### src/rtl/mem_stage_master_pkg.sv
// Shared definitions for the MEM-stage memory master: FSM states,
// access size codes and the byte-lane mask helper.
package mem_pkg;

  typedef enum logic [2:0] {
    IDLE,
    RD,
    WR,
    RMW_RD,
    RMW_WR,
    DONE
  } state_t;

  localparam logic [1:0] SZ_B = 2'd0;
  localparam logic [1:0] SZ_H = 2'd1;
  localparam logic [1:0] SZ_W = 2'd2;

  // Byte enables for an access whose offset has already been naturally aligned
  function automatic logic [3:0] lane_mask(input logic [1:0] size, input logic [1:0] offset);
    case (size)
      SZ_B:    lane_mask = 4'b0001 << offset;
      SZ_H:    lane_mask = offset[1] ? 4'b1100 : 4'b0011;
      default: lane_mask = 4'b1111;
    endcase
  endfunction

endpackage

### src/rtl/mem_stage_master_if.sv
// Pipeline-side request/response and word-memory req/ack bundle for mem_stage_master.
interface mem_stage_master_if #(
  parameter int ADDR_W = 5
);
  logic              ReqValidIn;
  logic              ReadIn;
  logic              WriteIn;
  logic [1:0]        SizeIn;
  logic              SignedIn;
  logic [31:0]       AddrIn;
  logic [31:0]       DataIn;
  logic              StallOut;
  logic              DoneOut;
  logic [31:0]       DataOut;
  logic              BusErrOut;
  logic              MisalignOut;
  logic              MemReqOut;
  logic              MemWeOut;
  logic [ADDR_W-1:0] MemAddrOut;
  logic [31:0]       MemWDataOut;
  logic [31:0]       MemRDataIn;
  logic              MemAckIn;

  modport master (
    input  ReqValidIn, ReadIn, WriteIn, SizeIn, SignedIn, AddrIn, DataIn,
    input  MemRDataIn, MemAckIn,
    output StallOut, DoneOut, DataOut, BusErrOut, MisalignOut,
    output MemReqOut, MemWeOut, MemAddrOut, MemWDataOut
  );

  modport slave (
    output ReqValidIn, ReadIn, WriteIn, SizeIn, SignedIn, AddrIn, DataIn,
    output MemRDataIn, MemAckIn,
    input  StallOut, DoneOut, DataOut, BusErrOut, MisalignOut,
    input  MemReqOut, MemWeOut, MemAddrOut, MemWDataOut
  );
endinterface

### src/rtl/mem_stage_master_lane_align.sv
// Combinational byte-lane logic: load extraction with zero/sign extension,
// and merge of store lanes into a read word for read-modify-write.
module lane_align import mem_pkg::*; (
  input  logic [1:0]  size,
  input  logic [1:0]  offset,
  input  logic        sign_ext,
  input  logic [31:0] rdata,
  input  logic [31:0] wdata,
  output logic [31:0] load_data,
  output logic [31:0] merged
);
  logic [31:0] shifted;
  logic [31:0] lanes;
  logic [3:0]  mask;

  always_comb begin
    shifted   = rdata >> {offset, 3'b000};
    load_data = shifted;
    lanes     = wdata;
    case (size)
      SZ_B: begin
        load_data = {{24{sign_ext & shifted[7]}}, shifted[7:0]};
        lanes     = {4{wdata[7:0]}};
      end
      SZ_H: begin
        load_data = {{16{sign_ext & shifted[15]}}, shifted[15:0]};
        lanes     = {2{wdata[15:0]}};
      end
      default: ;
    endcase
    mask   = lane_mask(size, offset);
    merged = rdata;
    for (int i = 0; i < 4; i++) begin
      if (mask[i]) merged[i*8 +: 8] = lanes[i*8 +: 8];
    end
  end
endmodule

### src/rtl/mem_stage_master.sv
// MEM-stage initiator: byte/half/word loads and stores onto a word memory with req/ack,
// RMW for sub-word stores, per-phase ack timeout. MISALIGN_TRAP_EN enables misaligned traps.
module mem_stage_master import mem_pkg::*; #(
  parameter int ADDR_W      = 5,
  parameter int ACK_TIMEOUT = 15
) (
  input logic                clkIn,
  input logic                resetIn,
  mem_stage_master_if.master bus
);
  localparam int CW = $clog2(ACK_TIMEOUT + 1);

  state_t            state;
  logic [CW-1:0]     cnt;
  logic [1:0]        sz_q;
  logic [1:0]        off_q;
  logic              sgn_q;
  logic [31:0]       wd_q;
  logic              req_q;
  logic              we_q;
  logic [ADDR_W-1:0] addr_q;
  logic [31:0]       wdat_q;
  logic              done_q;
  logic [31:0]       data_q;
  logic              berr_q;
  logic              mis_q;

  logic              accept;
  logic              phase;
  logic              timeout;
  logic              misaligned;
  logic [1:0]        sz_n;
  logic [1:0]        off_n;
  logic [31:0]       ld_data;
  logic [31:0]       mrg_data;
  logic              unused_addr;

  assign unused_addr = ^bus.AddrIn[31:ADDR_W+2];

  assign sz_n = (bus.SizeIn == 2'd3) ? SZ_W : bus.SizeIn;

  always_comb begin
    off_n = bus.AddrIn[1:0];
    if (sz_n == SZ_H)      off_n[0] = 1'b0;
    else if (sz_n == SZ_W) off_n    = 2'b00;
  end

`ifdef MISALIGN_TRAP_EN
  assign misaligned = ((sz_n == SZ_H) && bus.AddrIn[0]) ||
                      ((sz_n == SZ_W) && (bus.AddrIn[1:0] != 2'b00));
`else
  assign misaligned = 1'b0;
`endif

  // Accept is gated by reset so every output reads 0 while reset is held
  assign accept  = resetIn && (state == IDLE) && bus.ReqValidIn && (bus.ReadIn || bus.WriteIn);
  assign phase   = (state inside {RD, WR, RMW_RD, RMW_WR});
  assign timeout = (cnt == CW'(ACK_TIMEOUT - 1));

  lane_align u_lane_align (
    .size      (sz_q),
    .offset    (off_q),
    .sign_ext  (sgn_q),
    .rdata     (bus.MemRDataIn),
    .wdata     (wd_q),
    .load_data (ld_data),
    .merged    (mrg_data)
  );

  always_ff @(posedge clkIn or negedge resetIn) begin
    if (!resetIn) begin
      state  <= IDLE;
      cnt    <= '0;
      sz_q   <= SZ_B;
      off_q  <= 2'b00;
      sgn_q  <= 1'b0;
      wd_q   <= '0;
      req_q  <= 1'b0;
      we_q   <= 1'b0;
      addr_q <= '0;
      wdat_q <= '0;
      done_q <= 1'b0;
      data_q <= '0;
      berr_q <= 1'b0;
      mis_q  <= 1'b0;
    end else begin
      done_q <= 1'b0;
      data_q <= '0;
      berr_q <= 1'b0;
      mis_q  <= 1'b0;
      case (state)
        IDLE: begin
          if (accept) begin
            sz_q   <= sz_n;
            off_q  <= off_n;
            sgn_q  <= bus.SignedIn;
            wd_q   <= bus.DataIn;
            addr_q <= bus.AddrIn[ADDR_W+1:2];
            cnt    <= '0;
            if (misaligned) begin
              state  <= DONE;
              done_q <= 1'b1;
              mis_q  <= 1'b1;
            end else if (bus.WriteIn) begin
              req_q <= 1'b1;
              if (sz_n == SZ_W) begin
                state  <= WR;
                we_q   <= 1'b1;
                wdat_q <= bus.DataIn;
              end else begin
                state <= RMW_RD;
                we_q  <= 1'b0;
              end
            end else begin
              state <= RD;
              req_q <= 1'b1;
              we_q  <= 1'b0;
            end
          end
        end
        RD, WR, RMW_WR: begin
          if (bus.MemAckIn) begin
            state  <= DONE;
            req_q  <= 1'b0;
            we_q   <= 1'b0;
            done_q <= 1'b1;
            if (state == RD) data_q <= ld_data;
          end else if (timeout) begin
            state  <= DONE;
            req_q  <= 1'b0;
            we_q   <= 1'b0;
            done_q <= 1'b1;
            berr_q <= 1'b1;
          end else begin
            cnt <= cnt + CW'(1);
          end
        end
        RMW_RD: begin
          // A timeout here abandons the store before any write is issued
          if (bus.MemAckIn) begin
            state  <= RMW_WR;
            we_q   <= 1'b1;
            wdat_q <= mrg_data;
            cnt    <= '0;
          end else if (timeout) begin
            state  <= DONE;
            req_q  <= 1'b0;
            we_q   <= 1'b0;
            done_q <= 1'b1;
            berr_q <= 1'b1;
          end else begin
            cnt <= cnt + CW'(1);
          end
        end
        DONE:    state <= IDLE;
        default: state <= IDLE;
      endcase
    end
  end

  assign bus.StallOut    = accept || phase;
  assign bus.DoneOut     = done_q;
  assign bus.DataOut     = data_q;
  assign bus.BusErrOut   = berr_q;
  assign bus.MisalignOut = mis_q;
  assign bus.MemReqOut   = req_q;
  assign bus.MemWeOut    = we_q;
  assign bus.MemAddrOut  = addr_q;
  assign bus.MemWDataOut = wdat_q;
endmodule

### src/flat_wrapper.sv
// flat-port wrapper written by rule: the top's interface ports become plain ports
module mem_stage_master_flat import mem_pkg::*;
#(
  parameter int ADDR_W      = 5,
  parameter int ACK_TIMEOUT = 15
)
  (clkIn, resetIn, bus_ReqValidIn, bus_ReadIn, bus_WriteIn, bus_SizeIn, bus_SignedIn, bus_AddrIn, bus_DataIn, bus_MemRDataIn, bus_MemAckIn, bus_StallOut, bus_DoneOut, bus_DataOut, bus_BusErrOut, bus_MisalignOut, bus_MemReqOut, bus_MemWeOut, bus_MemAddrOut, bus_MemWDataOut);
  mem_stage_master_if #(.ADDR_W(ADDR_W)) bus_i ();
  input logic clkIn;
  input logic resetIn;
  input wire logic [$bits(bus_i.ReqValidIn)-1:0] bus_ReqValidIn;
  input wire logic [$bits(bus_i.ReadIn)-1:0] bus_ReadIn;
  input wire logic [$bits(bus_i.WriteIn)-1:0] bus_WriteIn;
  input wire logic [$bits(bus_i.SizeIn)-1:0] bus_SizeIn;
  input wire logic [$bits(bus_i.SignedIn)-1:0] bus_SignedIn;
  input wire logic [$bits(bus_i.AddrIn)-1:0] bus_AddrIn;
  input wire logic [$bits(bus_i.DataIn)-1:0] bus_DataIn;
  input wire logic [$bits(bus_i.MemRDataIn)-1:0] bus_MemRDataIn;
  input wire logic [$bits(bus_i.MemAckIn)-1:0] bus_MemAckIn;
  output wire logic [$bits(bus_i.StallOut)-1:0] bus_StallOut;
  output wire logic [$bits(bus_i.DoneOut)-1:0] bus_DoneOut;
  output wire logic [$bits(bus_i.DataOut)-1:0] bus_DataOut;
  output wire logic [$bits(bus_i.BusErrOut)-1:0] bus_BusErrOut;
  output wire logic [$bits(bus_i.MisalignOut)-1:0] bus_MisalignOut;
  output wire logic [$bits(bus_i.MemReqOut)-1:0] bus_MemReqOut;
  output wire logic [$bits(bus_i.MemWeOut)-1:0] bus_MemWeOut;
  output wire logic [$bits(bus_i.MemAddrOut)-1:0] bus_MemAddrOut;
  output wire logic [$bits(bus_i.MemWDataOut)-1:0] bus_MemWDataOut;
  assign bus_i.ReqValidIn = bus_ReqValidIn;
  assign bus_i.ReadIn = bus_ReadIn;
  assign bus_i.WriteIn = bus_WriteIn;
  assign bus_i.SizeIn = bus_SizeIn;
  assign bus_i.SignedIn = bus_SignedIn;
  assign bus_i.AddrIn = bus_AddrIn;
  assign bus_i.DataIn = bus_DataIn;
  assign bus_i.MemRDataIn = bus_MemRDataIn;
  assign bus_i.MemAckIn = bus_MemAckIn;
  assign bus_StallOut = bus_i.StallOut;
  assign bus_DoneOut = bus_i.DoneOut;
  assign bus_DataOut = bus_i.DataOut;
  assign bus_BusErrOut = bus_i.BusErrOut;
  assign bus_MisalignOut = bus_i.MisalignOut;
  assign bus_MemReqOut = bus_i.MemReqOut;
  assign bus_MemWeOut = bus_i.MemWeOut;
  assign bus_MemAddrOut = bus_i.MemAddrOut;
  assign bus_MemWDataOut = bus_i.MemWDataOut;
  mem_stage_master #(.ADDR_W(ADDR_W), .ACK_TIMEOUT(ACK_TIMEOUT)) u_core (.clkIn(clkIn), .resetIn(resetIn), .bus(bus_i));
endmodule
### config.mk
export PLATFORM = sky130hd
export DESIGN_NAME = mem_stage_master_flat
export DESIGN_NICKNAME = d
export VERILOG_FILES = /design/src/rtl/mem_stage_master_pkg.sv /design/src/rtl/mem_stage_master_if.sv /design/src/rtl/mem_stage_master_lane_align.sv /design/src/rtl/mem_stage_master.sv /design/src/flat_wrapper.sv
export SDC_FILE = /design/constraint.sdc
export NUM_CORES = 1
export LEC_CHECK = 0
export CELL_PAD_IN_SITES_DETAIL_PLACEMENT = 1
export CELL_PAD_IN_SITES_GLOBAL_PLACEMENT = 2
export CORE_MARGIN = 2
export CORE_UTILIZATION = 29
export CTS_CLUSTER_DIAMETER = 50
export CTS_CLUSTER_SIZE = 25
export DETAILED_ROUTE_END_ITERATION = 8
export GPL_TIMING_DRIVEN = 0
export PLACE_DENSITY_LB_ADDON = 0.1
export RECOVER_POWER = 50
export SYNTH_ARGS = -nofsm -noshare
export SYNTH_HDL_FRONTEND = slang
export SYNTH_HIERARCHICAL = 1
export SYNTH_SLANG_ARGS = --single-unit
### constraint.sdc
create_clock -name clkIn -period 2 [get_ports clkIn]
set_input_delay 0.5 -clock clkIn [delete_from_list [all_inputs] [get_ports clkIn]]
set_output_delay 0.5 -clock clkIn [all_outputs]
set_load 0.005 [all_outputs]
==> reports/summary.txt, run 1 <==
Run status - complete, but fails checks
Failing checks - max-capacitance violations, max-slew violations, negative setup slack
Final hold vios - 0
CP Launch Type - flop
Clock Latency Late Sink - 0.42 ns
Top-Level Pins - 180
RSZ-0062 raised after global routing - yes
Top layer in use - met4
Min cycle time layout - 2.040 ns
Layout area overhead - 41.77%
WL per Instance - 19.76 um
Largest net degree at the start of global routing - 33
Gr usage total - 20.18%
Wl on met1 - 10870 um
R2R depth - 7
Multiplexer share of the synthesized area - 14.41%
Required @ worst endpoint - 1.50 ns
CTS tree - done
Post-synthesis compound-gate area fraction - 14.29%
Met2 WL - 10700 um
Routability cong. - 0.8563
Synth warn - 6
Final slew viol count - 28
DR vias - 5737
Avg Inst Size Synth - 9.314 um2
Logic pwr share - 47.4%
R2r setup slk - 0.08 ns
Total CTS buffers - 17
First-pass GRT wire length - 36100 um
Simple-Gate Fraction of Synth Area - 20.32%
HP Class - input pin to asynchronous set/reset pin
Register bit total from synthesis - 117
Post-synth EDFFs - 0
Share of post-route cells with drive strength above 1 - 16.20%
WS Path Type - flop to primary output
DRT Wirelength - 23100 um
DP Cell Count - 1121
Top_reg_cell synth - dfrtp_1
Syn Inst Count - 687
DRC - 0
Max Fclk - 490.1 MHz
Seq pwr share - 30.3%
Crit Reg-Reg Endpoint - u_core/bus.MemWDataOut[12]$_DFFE_PN0P_
Fin cells - 1169
CTS Buffer Depth - 2
Routed Antenna Nets - 0
I/O Buffers - 153
Crit end category - primary output
VDD IR-drop max - 579.1 uV
Clock group share of total power - 22.3%
Gr ovfl total - 0
Netlist cell types - 58
Psw - 4725 uW
# rows - 54
Relative slew margins - -5.373%
CTS Root Cell - clkbuf_16
Ys async rst share - 100.0%
Met3 WL - 1148 um
Initial core utilization - 29.41%
Clock sinks - 117
Drt via density - 4.908
H-tree depth - 4
Post-Synth Adder-Cell Area - 0.3911%
Total die area - 23270 um2
Worst-path maximum fanout - 3
Post-DP HPWL - 17780 um
Arrival @ worst endpoint - 1.54 ns
Max-cap violations - 1
Initial DRT Pass Iterations - 4
Final setup margin - -0.04031 ns
Synthesized area - 6399 um2
Largest family of logic cells by synthesized area - simple AND/OR/NAND/NOR gates
Lkg Pwr - 0.004230 uW
Final setup fails - 1
Sw Ratio - 36.60%
Seq/Total Area, Yosys - 45.76%
Die width - 152.5 um
Tcrit/Tclk final - 102.0%
Post-Place Setup Slack - -0.9469 ns
Layout Nets - 983
PD cells - 1423 nW/um2
Core box area - 21760 um2
Antenna cells - 0
Vias in the first global route - 6116
R2R Path Start - u_core/sz_q[0]$_DFFE_PN0P_
CTS clk-pin slew, worst paths - 0.06 ns
Slew @ Worst Pin - 1.581 ns
First-iteration detailed-routing DRC count - 206
Filler Cell Count - 2483
Synth Net Count - 794
Clk_skew - 0.01162 ns
Initial antenna violation count - 0
Pint - 8184 uW
Post-Synth XOR/XNOR Area - 0%
Die H - 152.5 um
[what timing repair did]
item,4_1_cts,5_1_grt
endpoints found under the hold margin,27,0
pin swaps,5,3
setup endpoints to repair,74,55
resized for setup,22,23
setup buffers,9,4
cloned,2,0
hold buffers,1,0
[layout by cell type (no fill, tap or decap), types with 3 or more instances in the layout]
cell | netlist | routed
o22ai_1 | 7 | 7
o31ai_1 | 7 | 7
o221ai_1 | 4 | 4
clkbuf_4 | 0 | 4
clkinv_2 | 0 | 5
and3_1 | 3 | 3
clkbuf_1 | 14 | 12
buf_2 | 19 | 13
clkinvlp_4 | 0 | 3
inv_2 | 2 | 3
nor2_1 | 53 | 52
o21ai_0 | 29 | 27
a21oi_1 | 46 | 46
clkbuf_16 | 0 | 17
mux2_2 | 35 | 35
mux2i_1 | 49 | 47
clkdlybuf4s50_1 | 0 | 123
a31oi_1 | 10 | 9
nand3_1 | 18 | 18
dfrtp_1 | 117 | 117
clkbuf_8 | 0 | 3
o211ai_1 | 14 | 14
dlygate4sd3_1 | 0 | 24
o21ai_4 | 1 | 3
nor2b_1 | 5 | 5
and2_1 | 32 | 32
nand2_1 | 154 | 154
clkbuf_2 | 0 | 9
nand2b_1 | 4 | 4
a211oi_1 | 3 | 3
buf_4 | 6 | 17
buf_6 | 7 | 9
inv_1 | 6 | 5
[how the worst max path moves through the flow]
stage                                           start                                endpoint  slack [ns]
after floorplan            u_core/sz_q[1]$_DFFE_PN0P_  u_core/bus.MemWDataOut[13]$_DFFE_PN0P_        0.22
after global placement                        resetIn  u_core/bus.MemWDataOut[24]$_DFFE_PN0P_       -5.37
after detailed placement                      resetIn                            bus_StallOut       -0.95
after CTS                 u_core/state[0]$_DFFE_PN0P_                            bus_StallOut       -0.06
after global routing      u_core/state[0]$_DFFE_PN0P_                            bus_StallOut        -0.1
final                     u_core/state[0]$_DFFE_PN0P_                            bus_StallOut       -0.04
[per-stage QoR]
step	setup TNS (ns)	cell area, um2	hold WS [ns]	util (%)	total power, uW
global route	-0.1393	9071	0.1891	41.70	13840
detailed placement	-65.68	8309	0.4664	38.19	9762
floorplan	0	6399	0.2044	-	7190
finish	-0.04031	9071	0.1829	41.70	12910
CTS	-0.06253	9066	0.01783	41.67	12930
global placement	-934.02	8280	0.4609	38.06	9620
[cells in the mapped netlist, types with 3 or more instances]
| cell | number | area (um2) |
|---|---|---|
| o22ai_1 | 7 | 43.79 |
| buf_2 | 19 | 95.09 |
| nand2b_1 | 4 | 25.02 |
| nor2b_1 | 5 | 31.28 |
| buf_4 | 6 | 45.04 |
| o31ai_1 | 7 | 52.55 |
| a31oi_1 | 10 | 62.56 |
| nand2_1 | 154 | 578.1 |
| and2_1 | 32 | 200.2 |
| or2_1 | 3 | 18.77 |
| a211oi_1 | 3 | 22.52 |
| mux2i_1 | 49 | 490.5 |
| o221ai_1 | 4 | 35.03 |
| nand3_1 | 18 | 90.09 |
| o21ai_0 | 29 | 145.1 |
| buf_6 | 7 | 78.83 |
| nor2_1 | 53 | 198.9 |
| and3_1 | 3 | 18.77 |
| a21oi_1 | 46 | 230.2 |
| inv_1 | 6 | 22.52 |
| o211ai_1 | 14 | 105.1 |
| mux2_2 | 35 | 394.1 |
| dfrtp_1 | 117 | 2928 |
| clkbuf_1 | 14 | 52.55 |
[critical path: stages, from the launching register on]
cell and delay, ns:
dfrtp_1 0.40, or3_4 0.41, o21ai_4 0.14, inv_2 0.06
buf_6 0.11
[area by class of cell]
class	count	area (um2)	share of cell area, %
Inverter	8	30.03	0.3310
Clock buffer	23	478.0	5.269
Timing Repair Buffer	170	1692	18.65
Buffer	47	304.0	3.352
Sequential cell	117	2928	32.28
Tap cell	280	350.3	3.862
Multi-Input combinational cell	515	3212	35.41
Clock inverter	9	77.57	0.8552
[power groups by stage]
stage          sequential (uW)  combinational (uW)  clock, uW
3_3_place_gp              3920                5700          0
3_5_place_dp              3950                5810          0
4_1_cts                   3920                6050       2970
2_1_floorplan             3830                3360          0
5_1_grt                   4040                6700       3100
6_report                  3910                6120       2880
[flip-flops by register name (all words and copies together), names as in the netlist, 2 cells and up]
name / flops
u_core/bus.DataOut: 32
u_core/bus.MemAddrOut: 5
u_core/bus.MemWDataOut: 32
u_core/cnt: 4
u_core/off_q: 2
u_core/state: 3
u_core/sz_q: 2
u_core/wd_q: 32
[routing by layer]
metal,up-vias,global-route usage (%)
li1,2750,-
met1,2824,27.39
met2,141,32.45
met3,22,4.977
met4,0,5.115
met5,-,0
[cells by family (layout without fill, tap and decap cells)]
group / count (synthesis) / in the layout
AOI/OAI and AO/OA: 138 / 138
adders and majority gates: 2 / 2
buffers and inverters: 55 / 257
DFF: 117 / 117
muxes: 87 / 87
other: 1 / 1
and+or+nand+nor: 287 / 287
No activity file was read; power rests on OpenSTA's default activity.
==> inputs of run 2 (changes only) <==
--- a/config.mk
+++ b/config.mk
@@ -15,6 +15,7 @@
 export GPL_TIMING_DRIVEN = 0
 export PLACE_DENSITY_LB_ADDON = 0.1
 export RECOVER_POWER = 50
+export SETUP_SLACK_MARGIN = 0.05
 export SYNTH_ARGS = -nofsm -noshare
 export SYNTH_HDL_FRONTEND = slang
 export SYNTH_HIERARCHICAL = 1
==> reports/summary.txt, run 2 (same netlist as run 1, synthesis figures left out) <==
Run status - complete, but fails checks
Failing checks - max-capacitance violations, max-slew violations, negative setup slack
Max-cap violations - 2
DRT Wirelength - 23350 um
Vias in the first global route - 6121
Gr usage total - 20.24%
WS Path Type - flop to primary output
Total die area - 23270 um2
Top-Level Pins - 180
R2R depth - 7
Die H - 152.5 um
Crit end category - primary output
Clock Latency Late Sink - 0.42 ns
DP Cell Count - 1121
RSZ-0062 raised after global routing - yes
Min cycle time layout - 2.053 ns
Die width - 152.5 um
DR vias - 5804
Gr ovfl total - 0
Core box area - 21760 um2
Routed Antenna Nets - 0
Total CTS buffers - 17
Total power - 13160 uW
Final hold slack - 0.1775 ns
Arrival @ worst endpoint - 1.55 ns
CTS tree - done
Final hold vios - 0
I/O Buffers - 153
HP Class - input pin to asynchronous set/reset pin
DP Area - 8309 um2
CTS Buffer Depth - 2
Initial core utilization - 29.41%
Antenna cells - 0
Worst-path maximum fanout - 3
Routability cong. - 0.8563
Lkg Pwr - 0.004279 uW
PD cells - 1433 nW/um2
Final setup fails - 1
Final slew viol count - 59
DRC - 0
Clk_skew - 0.01223 ns
CTS Root Cell - clkbuf_16
Slew @ Worst Pin - 1.574 ns
H-tree depth - 4
Required @ worst endpoint - 1.50 ns
WL per Instance - 19.89 um
# rows - 54
CP Launch Type - flop
Drt via density - 4.944
Layout area overhead - 43.59%
Max Fclk - 487.2 MHz
VDD IR-drop max - 587.0 uV
R2r setup slk - 0.07 ns
Fin cells - 1174
First-iteration detailed-routing DRC count - 218
Tcrit/Tclk final - 102.6%
First-pass GRT wire length - 36200 um
Filler Cell Count - 2474
Clock sinks - 117
Design Area, Final - 9188 um2
Initial DRT Pass Iterations - 4
Post-DP HPWL - 17780 um
Most frequent cells in the layout - nand2_1 (153), clkdlybuf4s50_1 (120), dfrtp_1 (117), nor2_1 (52), a21oi_1 (46)
R2R Path Start - u_core/sz_q[0]$_DFFE_PN0P_
Final setup margin - -0.05265 ns
Layout Nets - 988
Largest net degree at the start of global routing - 33
Initial antenna violation count - 0
Share of post-route cells with drive strength above 1 - 17.45%
Crit Reg-Reg Endpoint - u_core/bus.MemWDataOut[24]$_DFFE_PN0P_
Relative slew margins - -4.906%
Most common cell after layout, fill and taps aside - nand2_1
CTS clk-pin slew, worst paths - 0.06 ns
[run 2: cell types whose count changed in the layout (fill, tap and decap cells not counted), moves of 3 or more]
cell             before  now
mux2i_4               0    3
mux2i_1              47   42
buf_4                17   21
buf_2                13   10
clkbuf_4              4    7
clkdlybuf4s50_1     123  120
dlygate4sd3_1        24   27
[run 2: area by class of cell]
cell class                 count  area, um2  share of cell area (%)
multi-input combinational    515       3267                   35.56
sequential                   117       2928                   31.87
timing repair buffer         175       1739                   18.93
clock buffer                  23      478.0                   5.202
tap                          280      350.3                   3.813
buffer                        47      317.8                   3.459
clock inverter                 9      77.57                  0.8443
inverter                       8      30.03                  0.3268
[run 2: routing by layer]
layer	wire, um	GRT usage, %
met1	10960	27.43
met2	11020	32.35
met3	1113	5.006
met4	256	5.644
met5	0	0
[run 2: worst max path at each step]
stage,from,end,slack [ns],depth (start not counted)
global route,u_core/state[0]$_DFFE_PN0P_,bus_StallOut,-0.09,4
floorplan,u_core/sz_q[1]$_DFFE_PN0P_,u_core/bus.MemWDataOut[13]$_DFFE_PN0P_,0.22,7
finish,u_core/state[0]$_DFFE_PN0P_,bus_StallOut,-0.05,4
detailed placement,resetIn,bus_StallOut,-0.95,6
CTS,u_core/state[0]$_DFFE_PN0P_,bus_StallOut,-0.06,4
global placement,resetIn,u_core/bus.MemWDataOut[24]$_DFFE_PN0P_,-5.37,5
[run 2: power breakdown]
part           internal, uW  total, uW  switching [uW]
Sequential             3280       3940             659
Combinational          3250       6330            3080
Clock                  1790       2890            1100
[run 2: metrics by stage]
stage | setup slack, ns | util, % | setup TNS [ns]
3_3_place_gp | -5.374 | 38.06 | -934.02
3_5_place_dp | -0.9469 | 38.19 | -65.68
2_1_floorplan | 0.2241 | - | 0
4_1_cts | -0.06253 | 41.75 | -0.06253
6_report | -0.05265 | 42.23 | -0.05265
5_1_grt | -0.09421 | 42.23 | -0.3689
[run 2: critical path, cell delays in order (launching register included)]
cell,delay [ns]
dfrtp_1,0.40
or3_4,0.41
o21ai_4,0.15
inv_2,0.06
buf_6,0.11
[run 2: what timing repair did]
| action | 4_1_cts | 5_1_grt |
|---|---|---|
| buffers inserted | 9 | 8 |
| pin swaps | 5 | 7 |
| hold buffers | 1 | 0 |
| hold endpoints to repair | 27 | 0 |
| cloned | 2 | 1 |
| setup endpoints to repair | 75 | 80 |
| resized for setup | 27 | 36 |
==> patch 1 (config.mk and constraints of run 2) <==
Build with the macro `MISALIGN_TRAP_EN` defined.
--- a/src/rtl/mem_stage_master.sv
+++ b/src/rtl/mem_stage_master.sv
@@ -2,2 +2,4 @@
 // RMW for sub-word stores, per-phase ack timeout. MISALIGN_TRAP_EN enables misaligned traps.
+`define MISALIGN_TRAP_EN
+
 module mem_stage_master import mem_pkg::*; #(
Behaviour: not the same (a bounded check fails within 4 cycles, from zero or initial values and one cycle with resetIn low).
==> patch 1 against run 2 <==
The run ends with capacitance limit, setup timing left; final area increased by 6.6%; non-clock buffer count increased by 6; power increased by 14%; setup slack got worse by 130 ps; area after synthesis increased by 5.3%; fmax decreased by 6.1%; wire length increased by 4.6%; sequential cell count increased by 1.
==> patch 1: results (changes against run 2) <==
[detailed_routing]
wl_met1_um = 11700  ; +7.2%
dr_wl_met2_um = 11500  ; +4.5%
wl_per_cell_um = 21.3  ; +7.2%
drt_iter0_drc = 181  ; -17%
dr.pass1.iters = 5  ; +1
via_count = 5533  ; -4.7%
wl_met3_um = 780  ; -30%
drt-total-wl_um = 24400  ; +4.6%

[placed_design]
dp_hpwl_um = 18100  ; +1.6%
placed_cells = 1086  ; -3.1%
gp_congestion = 0.832  ; -2.8%

[pwr]
p_switching_mw = 5.50  ; +14%
p_seq_frac = 0.267  ; -0.032
p_leak_nw = 4.52  ; +5.6%
irDropWorstVdd_mv = 0.608  ; +3.6%

[global_routing]
grt_max_degree = 44  ; +33%
grt_pass1_wl_um = 38000  ; +4.9%
met3_usage = 0.0296  ; -0.0204
use_met2 = 0.342  ; +0.0189
use_met1 = 0.285  ; +0.0106
grt_pass1_vias = 6228  ; +1.7%
grt_usage = 0.207  ; +0.00494

[critical_path]
critPathArrivalTime_ps = 2480  ; +930 ps
cpPeakStageDelay_ps = 630  ; +220 ps
worst-path-max-fanout = 10  ; +7
r2r_end = u_core/bus.MemWDataOut[0]
worst_path_max_delay_cell = dlygate4sd3_1
cp_top_family = buffers and inverters
r2r_start = u_core/state[1]

[outcome]
violations = capacitance limit, setup timing
outcome = complete, but fails checks

[timing]
setup_viol = 31  ; +30
timing.hold.ws_ps = 150  ; -27.7 ps
fin_ws_ps = -185  ; -132 ps
setup-tns-final_ps = -4850  ; -4800 ps
relSlewSlack = 0.00317  ; +0.0522
fin_skew_ps = 13.2  ; +0.965 ps

[final_layout]
regArea_um2 = 2950  ; +0.85%
nFillCells = 2471  ; -0.12%

[synthesis]
syn_area_per_cell_um2 = 10.4  ; +12%
synth_fp_nets = 753  ; -5.2%
seq_area_frac_synth = 0.438  ; -0.0192
ys_types = 61  ; +5.2%
synth_compound_area_frac = 0.111  ; -0.0317

[run]
maxCapViolations = 1  ; -1

patch 1: worst max-delay path by stage:
stage	from	end	depth (start not counted)
2_1_floorplan	u_core/sz_q[0]	u_core/bus.MemWDataOut[13]	7
3_3_place_gp	resetIn	bus_StallOut	5
3_5_place_dp	resetIn	bus_StallOut	6
4_1_cts	u_core/state[1]	bus_StallOut	5
5_1_grt	u_core/state[1]	bus_StallOut	5
6_report	bus_SizeIn[1]	u_core/bus.MemWDataOut[2]	7
patch 1: repair_timing:
action / in CTS / in global routing
cloned: 1 / 0
buffers inserted: 22 / 2
pin swaps: 6 / 3
hold buffers: 1 / 0
endpoints found under the hold margin: 35 / 0
resized for setup: 71 / 23
setup endpoints to repair: 101 / 92
patch 1: final cells by class:
type / instances / share of cell area
timing repair buffer: 181 / 0.182
multi-input combinational: 474 / 0.375
antenna: 1 / 0.000256
inverter: 7 / 0.00268
buffer: 47 / 0.0390
sequential: 118 / 0.302
tap: 285 / 0.0364
clock inverter: 13 / 0.0175
clock buffer: 19 / 0.0452
==> patch 2 (config.mk and constraints of run 2) <==
Without the edit above. Reset style: synchronous (`resetIn`), changed in one clocked block.
--- a/src/rtl/mem_stage_master.sv
+++ b/src/rtl/mem_stage_master.sv
@@ -69,3 +69,3 @@
 
-  always_ff @(posedge clkIn or negedge resetIn) begin
+  always_ff @(posedge clkIn) begin
     if (!resetIn) begin
Check against the original RTL: differs if resetIn is asserted again (counterexample within 4 cycles, from zero or initial values and one cycle with resetIn low); with resetIn held inactive, the same outputs for 4 cycles.
==> patch 2 against run 2 <==
Setup slack better by 130 ps; wire length is 3.5% higher; fmax is 6.7% higher; critical path depth stayed put; final cell count is 1.8% higher; final area is 5.0% lower; area after synthesis is 5.5% lower; sequential cell count stayed put; sequential share of layout area is 4.9 points lower.
Power is not compared: it rests on default switching activity, and its combinational part moved more than twofold at a synthesized area within 25%.
==> patch 2: results (changes against run 2) <==
[placed_design]
gp_congestion = 0.840  ; -1.9%
dp_hpwl_um = 19000  ; +7.1%
place_area_um2 = 7910  ; -4.8%
port_buffers = 152  ; -0.65%
placed_cells = 1152  ; +2.8%

[global_routing]
grt_max_degree = 17  ; -48%
grt_pass1_wl_um = 37000  ; +2.2%
grt_pass1_vias = 6489  ; +6.0%
grt_usage = 0.223  ; +0.0208

[clocking]
clk-insertion-delay-late_ps = 420  ; about the same
clockBufferDepth = 2  ; unchanged
cts-root-buf = clkbuf_16

[detailed_routing]
via_count = 6081  ; +4.8%
drt_iter0_drc = 289  ; +33%
wl_per_cell_um = 20.2  ; +1.7%
via_per_inst = 5.09  ; +2.9%

[critical_path]
worst_path_max_delay_cell = o21ai_1
cpPeakStageDelay_ps = 370  ; -40 ps
cp_top_family = compound AO/OA/AOI/OAI gates
worst-path-max-fanout = 5  ; +2
critPathArrivalTime_ps = 1420  ; -130 ps

[final_layout]
fin_nets = 1019  ; +3.1%
nFillCells = 2386  ; -3.6%
drive_gt1_frac = 0.166  ; -0.00801
finalInstanceArea_um2 = 8730  ; -5.0%

[timing]
tightestPinTransition_ps = 810  ; -763 ps
fin_skew_ps = 9.85  ; -2.38 ps

[pwr]
irDropWorstVdd_mv = 0.517

[outcome]
outcome = completed

[synthesis]
ys_types = 57  ; -1.7%
seq_area_frac_synth = 0.387  ; -0.0704
syn_inst = 730  ; +6.3%
synthTopCellsByArea = dfxtp_1 (39%), nand2_1 (9.0%), mux2_2 (6.3%), a21oi_1 (5.0%), a311oi_2 (5.0%)
async_flop_share = 0  ; -1.00
synth_fp_nets = 837  ; +5.4%
yosys-top-cells-count = nand2_1 (145), dfxtp_1 (117), a21oi_1 (60)

[worst_hold_path]
hold_class = in2reg

## patch 2: path summary, 6_finish.rpt
kind | startpoint | to | slack, ps | depth (start not counted)
min reg2reg | u_core/off_q[1] | u_core/off_q[1] | 460 | 2
max | u_core/state[0] | bus_StallOut | 80 | 4
max reg2reg | u_core/sz_q[1] | u_core/bus.MemWDataOut[13] | 130 | 7
min | resetIn | u_core/state[0] | 380 | 3
## patch 2: tightest hold or removal path, delay by kind of cell
| family | cells | cell delay (ps) |
|---|---|---|
| simple gates | 2 | 120 |
| buf+inv | 1 | 150 |
## patch 2: area by class of cell
cell class,count,share of cell area
Inverter,10,0.00430
Multi-Input combinational cell,540,0.387
Timing Repair Buffer,163,0.184
Buffer,63,0.0430
Clock inverter,11,0.0199
Sequential cell,117,0.269
Clock buffer,21,0.0539
Tap cell,270,0.0387
## patch 2: cell families (layout without fill, tap and decap cells)
family,Yosys count,after routing,share of synthesized area
AO/OA/AOI/OAI,173,173,0.214
adder cells (fa/ha/maj),3,3,0.00579
buffers and inverters,73,268,0.0614
flip-flops,117,117,0.387
multiplexers,54,54,0.0976
other,1,1,0.000620
AND/OR/NAND/NOR,309,309,0.233
## patch 2: per-layer routing
layer | track usage | up-vias | routed length [um]
li1 | - | 2945 | -
met1 | 0.278 | 2961 | 10600
met2 | 0.390 | 148 | 12100
met3 | 0.0402 | 27 | 1000
met4 | 0.0738 | 0 | 473
met5 | 0 | - | 0
## patch 2: through the flow
stage	setup slack [ps]	hold slack, ps
floorplan	272	429
global placement	-835	445
detailed placement	-797	452
CTS	37.7	377
global route	-10.6	407
finish	76.7	382
## patch 2: power by group
part           leakage [nW]  internal [mW]  switching, mW
clock                 0.305           2.19           1.17
combinational          1.90          0.694          0.819
sequential            0.949           2.46          0.113
total                  3.15           5.34           2.10
## patch 2: repair_timing
action,in CTS,in global routing
hold buffers,0,0
pin swaps,3,1
setup buffers,8,3
setup endpoints to repair,59,78
hold endpoints to repair,0,0
gates resized for setup,26,18
